==> src/rtl/data_mem_arbiter.sv <==
// data_mem_arbiter
//   Two-port round-robin arbiter in front of a single-word data memory.
//   Each granted access runs IDLE -> ACCESS -> RESP, one cycle per state.
//   In ACCESS the memory strobe fires, and in RESP the winner gets its ack.
//   Misaligned or out-of-range word addresses are rejected: no strobe is
//   issued, and the ack carries err_o=1.
// Ports
//   clk_i, rst_i              clock, asynchronous active-low reset
//   req*_i, we*_i             request and write-enable per requester
//   addr*_i, wdata*_i         byte address and write data per requester
//   ack*_o, err_o, rdata_o    one-cycle completion, reject flag, read data
//   busy_o, gnt_o             not-IDLE flag, owning / last-served requester
//   mem_addr_o, mem_wdata_o   memory address and write data
//   mem_read_o, mem_write_o   memory read and write strobes
//   mem_rdata_i               memory read data (little-endian word)
module data_mem_arbiter #(
    parameter int MEM_BYTES = 32
) (
    input  logic        clk_i,
    input  logic        rst_i,
    input  logic        req0_i,
    input  logic        req1_i,
    input  logic        we0_i,
    input  logic        we1_i,
    input  logic [31:0] addr0_i,
    input  logic [31:0] addr1_i,
    input  logic [31:0] wdata0_i,
    input  logic [31:0] wdata1_i,
    output logic        ack0_o,
    output logic        ack1_o,
    output logic        err_o,
    output logic [31:0] rdata_o,
    output logic        busy_o,
    output logic        gnt_o,
    output logic [31:0] mem_addr_o,
    output logic [31:0] mem_wdata_o,
    output logic        mem_read_o,
    output logic        mem_write_o,
    input  logic [31:0] mem_rdata_i
);

    localparam logic [31:0] LAST_ADDR = 32'(MEM_BYTES - 4);

    typedef enum logic [1:0] {
        IDLE   = 2'd0,
        ACCESS = 2'd1,
        RESP   = 2'd2
    } state_t;

    state_t      state_r;
    logic        last_r;     // last-served requester; also the winner while busy
    logic        we_r;
    logic        bad_r;
    logic        sel_s;
    logic        sel_we_s;
    logic        sel_bad_s;
    logic        any_req_s;
    logic [31:0] sel_addr_s;
    logic [31:0] sel_wdata_s;

    // An address is rejected when it is not word aligned or its word runs past the end of memory.
    function automatic logic addr_bad(input logic [31:0] a);
        return (a[1:0] != 2'b00) || (a > LAST_ADDR);
    endfunction

    // Pick the winner. On a tie, the requester that was not served last wins.
    always_comb begin
        any_req_s = req0_i | req1_i;
        if (req0_i && req1_i) begin
            sel_s = ~last_r;
        end else if (req1_i) begin
            sel_s = 1'b1;
        end else begin
            sel_s = 1'b0;
        end
        if (sel_s) begin
            sel_we_s    = we1_i;
            sel_addr_s  = addr1_i;
            sel_wdata_s = wdata1_i;
        end else begin
            sel_we_s    = we0_i;
            sel_addr_s  = addr0_i;
            sel_wdata_s = wdata0_i;
        end
        sel_bad_s = addr_bad(sel_addr_s);
    end

    // The FSM sets every output register directly, so outputs are already valid in the state they belong to.
    always_ff @(posedge clk_i or negedge rst_i) begin
        if (!rst_i) begin
            state_r     <= IDLE;
            last_r      <= 1'b1;
            we_r        <= 1'b0;
            bad_r       <= 1'b0;
            ack0_o      <= 1'b0;
            ack1_o      <= 1'b0;
            err_o       <= 1'b0;
            rdata_o     <= 32'h0000_0000;
            busy_o      <= 1'b0;
            mem_addr_o  <= 32'h0000_0000;
            mem_wdata_o <= 32'h0000_0000;
            mem_read_o  <= 1'b0;
            mem_write_o <= 1'b0;
        end else begin
            case (state_r)
                IDLE: begin
                    if (any_req_s) begin
                        state_r     <= ACCESS;
                        busy_o      <= 1'b1;
                        last_r      <= sel_s;
                        we_r        <= sel_we_s;
                        bad_r       <= sel_bad_s;
                        mem_addr_o  <= sel_addr_s;
                        mem_wdata_o <= sel_wdata_s;
                        mem_read_o  <= ~sel_we_s & ~sel_bad_s;
                        mem_write_o <= sel_we_s & ~sel_bad_s;
                    end else begin
                        state_r <= IDLE;
                    end
                end
                ACCESS: begin
                    state_r     <= RESP;
                    mem_read_o  <= 1'b0;
                    mem_write_o <= 1'b0;
                    ack0_o      <= ~last_r;
                    ack1_o      <= last_r;
                    err_o       <= bad_r;
                    rdata_o     <= (!we_r && !bad_r) ? mem_rdata_i : 32'h0000_0000;
                end
                RESP: begin
                    state_r <= IDLE;
                    busy_o  <= 1'b0;
                    ack0_o  <= 1'b0;
                    ack1_o  <= 1'b0;
                    err_o   <= 1'b0;
                    rdata_o <= 32'h0000_0000;
                end
                default: begin
                    state_r     <= IDLE;
                    busy_o      <= 1'b0;
                    ack0_o      <= 1'b0;
                    ack1_o      <= 1'b0;
                    err_o       <= 1'b0;
                    rdata_o     <= 32'h0000_0000;
                    mem_read_o  <= 1'b0;
                    mem_write_o <= 1'b0;
                end
            endcase
        end
    end

    // last_r already means "winner" while busy and "last served" while idle.
    assign gnt_o = last_r;

endmodule

==> config.mk <==
export PLATFORM = sky130hd
export DESIGN_NAME = data_mem_arbiter
export DESIGN_NICKNAME = d
export VERILOG_FILES = /design/src/rtl/data_mem_arbiter.sv
export SDC_FILE = /design/constraint.sdc
export NUM_CORES = 1
export LEC_CHECK = 0
export CAP_MARGIN = 20
export CORE_MARGIN = 2
export CORE_UTILIZATION = 35
export DETAILED_ROUTE_END_ITERATION = 8
export PLACE_DENSITY = 0.78
export RECOVER_POWER = 25
export SLEW_MARGIN = 0
export SYNTH_ARGS = -nofsm -noshare
export SYNTH_HDL_FRONTEND = slang
export SYNTH_SLANG_ARGS = --single-unit
==> constraint.sdc <==
create_clock -name clk_i -period 1.7 [get_ports clk_i]
set_input_delay 0.34 -clock clk_i [delete_from_list [all_inputs] [get_ports clk_i]]
set_output_delay 0.34 -clock clk_i [all_outputs]
set_load 0.02 [all_outputs]
* Yosys cells after proc, flatten, opt, wreduce, memory -nomap -nowiden *
Index checks and enable logic that the tools add are counted.
Widths: inputs -> output; s select.

storage, ports and cells
  register bits after elaboration = 107
  input bits = 166
  word-level logic and storage cells = 53
  output and inout bits = 103

operators by class
  reductions and logical operators = 10
  equality and inequality tests = 3
  $lt $le $gt $ge = 1
  bitwise logic cells = 8
  multiplexer cells = 18

operator list
  cell                 count
  $mux 32              3
  $pmux 32 s2          1
  $gt 32x5->1 const B  1
  $pmux 1 s2           6
  $mux 1               7
  $reduce_and 2->1     3
  $not 1->1            5
  $pmux 2 s2           1
  $and 1x1->1          2
  $eq 2x1->1 const B   1
  $eq 2x2->1 const B   1
  $logic_and 1x1->1    2
  $logic_not 1->1      2
  $logic_not 2->1      1
  $ne 2x2->1 const B   1
  $reduce_bool 2->1    1
  $logic_or 1x1->1     1
  $or 1x1->1           1

* Depth between registers and ports, before layout *
  depth after elaboration = 9
  depth in mapped cells = 8
  mapped depth without buffers = 6

* Worst setup path before layout *
OpenSTA, ideal clock, no wires.

  path type = input to register
  start point = input port addr1_i[14]
  end point = register bad_r
  cell stages on the path = 5
  arrival = 1.437 ns
  library setup time = 0.121 ns
  setup slack = 0.142 ns
  path through = or4_1 > nor4_2 > and4_1 > a21oi_1 > o22a_1

between the ends
  longest elaborated chain between the ends = 3

RTL lines
  what                    line  RTL
  start: declaration      26    input logic [31:0] addr1_i,
  $mux 32                 76    if (sel_s) begin
  $gt 32x5->1             63    return (a[1:0] != 2'b00) || (a > LAST_ADDR);
  $logic_or 1x1->1        63
  end signal: assignment  112   bad_r <= sel_bad_s;
  end: declaration        53    logic bad_r;

Every way passes these cells.
A chain may end at the register's enable or synchronous reset.

* Worst setup path in the final report *
  start point = register rdata_o[9]
  end point = output port rdata_o[9]

RTL lines
  what                      line  RTL
  start: declaration        32    output logic [31:0] rdata_o,
  start signal: assignment  128   rdata_o <= (!we_r && !bad_r) ? mem_rdata_i : 32'h0000_0000;

No word-level cell between the ends.

==> flow_metrics.tcl <==
set metrics [dict create \
    drive_above_1_share_pct 10.7 \
    die-width_um 120 \
    rows 42 \
    dp_hpwl_um 11500 \
    syn_inst 415 \
    dpl_worst_slack_ns -0.463 \
    cp.required_ns 1.36 \
    yosys.area_share.simple_pct 10.6 \
    synthFlopType "dfrtp_1" \
    cp_top_family "buffers and inverters" \
    rsz0062_at_grt "yes" \
    fp.dieH_um 120 \
    dieArea_um2 14400 \
    grt.busiest_layer "met2" \
    routed_via_density 4.88 \
    antenna_left 0 \
    startpoint "rdata_o[9]" \
    yosys_warnings 0 \
    synth_cell_types 32 \
    n_fill_cell 1020 \
    use_met1_pct 22.7 \
    power_mw 11.5 \
    fin_crit_ns 1.67 \
    cp_num_buf_inv 1 \
    core_area_um2 13200 \
    crit_fanout 2 \
    post-route-util_pct 63.0 \
    fin_crit_sh_pct 98.2 \
    powerDensity_nw_per_um2 1390 \
    clk_pin_slew_ns 0.07 \
    cp.arrival_ns 1.33 \
    slowest_delay_ns 0.63 \
    max_cap_viol_count 0 \
    track_usage_pct 20.0 \
    rrSetupSlack_ns 0.06 \
    diodes 0 \
    skew_ns 0.0109 \
    status "complete, no violations" \
    worstPathCellList "clkdlybuf4s50_1" \
    setup.worst_path.class "flop to output pin" \
    muxShareOfSynthArea_pct 14.4 \
    gp_congestion 0.783 \
    area_growth_pct 76.0 \
    ios 269 \
    overflow 0 \
    htreeDepth 3 \
    slowest_stage "clkdlybuf4s50_1" \
    synth_top_family_by_area "compound AO/OA/AOI/OAI gates" \
    initial_utilization_pct 35.8 \
    max_freq_mhz 599 \
    cp-end-kind "output pin" \
    r2r_cells 6 \
    cts_root_buf "clkbuf_16" \
    cts_tree "yes" \
    avgSynthCellArea_um2 11.4 \
    relSlewSlack_pct 47.2 \
    finalSetupTns_ns 0 \
    worst_hold_slack_ns 0.354 \
    fin_area_um2 8310 \
    slew_violations 0 \
    finalHoldViolCount 0 \
    setup_viol 0 \
    met3_usage_pct 6.27 \
    synth_adder_area_share_pct 0 \
    dp.cells 867 \
    globalRouteMet2Util_pct 35.7 \
    synth_compound_area_share_pct 14.5 \
    num_vias 4331 \
    synth_seq_area_share_pct 56.8 \
    grt_max_degree 61 \
    p_leak_nw 3.87 \
    setup_ws_ns 0.0306 \
    vdd_ir_drop_max_v 0.000753 \
    synth-seq-cells 107 \
    wl_per_cell_um 16.3 \
    drc 0 \
    clock_sinks 107 \
    worstReg2RegEnd "bad_r" \
    port_buffers 268 \
    layoutNonFillerInstCount 888 \
    drtPass1Iterations 4 \
    grt_pass1_vias 4487 \
    hold_path_class "primary input to flop" \
    clock_latency_ns 0.34 \
    syn_nets 581 \
    drt-initial-drc-count 136 \
    nets 873 \
    grt_pass1_wl_um 22700 \
    synth_xor_area_share_pct 0 \
    placed_cell_area_um2 7840 \
    clock_path_buffers 2 \
    syn_area_um2 4720 \
    detail_route.wirelength_um 14500 \
    cts_buffers 9 \
    cp.depth 1 \
    worst_pin_slew_ns 0.791 \
    hp-start "addr0_i[11]" \
    cp-endpoint "rdata_o[9]" \
    synthArstFlopShare_pct 100 \
    critPathLaunchType "flop" \
    antenna_found_initial 0 \
    synth_edf_count 0 \
    r2r-start "gnt_o" \
]
## synth_stat cells (2+ instances only)
cell type  count  area share (%)
dfrtp_1      106              56
mux2i_1       68              14
clkbuf_1      16             1.3
buf_6          6             1.4
nor4_1         9             1.2
nor4_2         2            0.53
buf_2          5            0.53
nor2_1         7            0.56
o21ai_1        2            0.21
nand2_1       69             5.5
nand3_1        3            0.32
a22o_1        32             5.9
inv_1          3            0.24
o21ai_0       67             7.1
nor4_4         2            0.90
or4_1          2            0.32
## flip-flops by register name (all words and copies together), names as in the netlist
signal / cells
we_r: 1
gnt_o: 1
err_o: 1
state_r: 2
busy_o: 1
mem_addr_o: 32
ack0_o: 1
bad_r: 1
mem_wdata_o: 32
mem_read_o: 1
rdata_o: 32
mem_write_o: 1
ack1_o: 1
## what timing repair did
action                                  CTS  global route
pin swaps                                 7            11
hold buffers                              1             0
gates cloned                              0             0
setup buffers                             1             3
endpoints found under the hold margin    25             0
gates resized for setup                  16            35
endpoints found under the setup margin    8            22
## layer usage
metal	wire length [um]	up-vias
met5	0	-
met4	231	0
met3	1240	20
met2	7340	174
met1	5670	2061
li1	-	2076
## layout by cell type, fill, tap and decap left out, drive strengths merged, types with 2 or more instances in the layout
master         netlist  layout
dlymetal6s2s         0      26
clkbuf              16      12
clkdlybuf4s50        0     230
nand3                3       3
clkinvlp             0       2
a22o                32      32
o21ai               70      70
bufinv               0       2
buf                 12      38
nor2                 8       8
dfrtp              106     106
or4                  3       3
nor4                13      13
dlygate4sd2          0      10
nand2               69      69
inv                  4       6
mux2i               68      68
## worst min path at each step
stage / endpoint / cells after the start
finish: mem_addr_o[11] / 3
global route: mem_addr_o[15] / 3
detailed placement: mem_wdata_o[6] / 2
floorplan: ack0_o / 0
CTS: mem_addr_o[6] / 3
global placement: mem_wdata_o[6] / 2
## layout make-up
cell class | instances | area [um2] | share of cell area [%]
clock buffer | 9 | 225 | 2.71
clock inverter | 7 | 97.6 | 1.17
inverter | 4 | 15.0 | 0.181
multi-input combinational | 276 | 1950 | 23.5
sequential | 107 | 2680 | 32.2
tap | 176 | 220 | 2.65
timing repair buffer | 309 | 3120 | 37.5
## logic make-up (layout without fill, tap and decap cells)
logic type      count (synthesis)  after routing
simple gates                  101            101
buf+inv                        32            329
mux                            68             68
flops                         107            107
compound gates                107            107
## power breakdown
| group | leakage (nW) | internal, mW | switching [mW] |
|---|---|---|---|
| registers | 1.37 | 3.41 | 0.490 |
| clock network | 0.152 | 1.30 | 0.932 |
| logic | 2.35 | 2.51 | 2.90 |
| total | 3.87 | 7.22 | 4.33 |
Note: power is estimated with default switching activity, not from simulation.
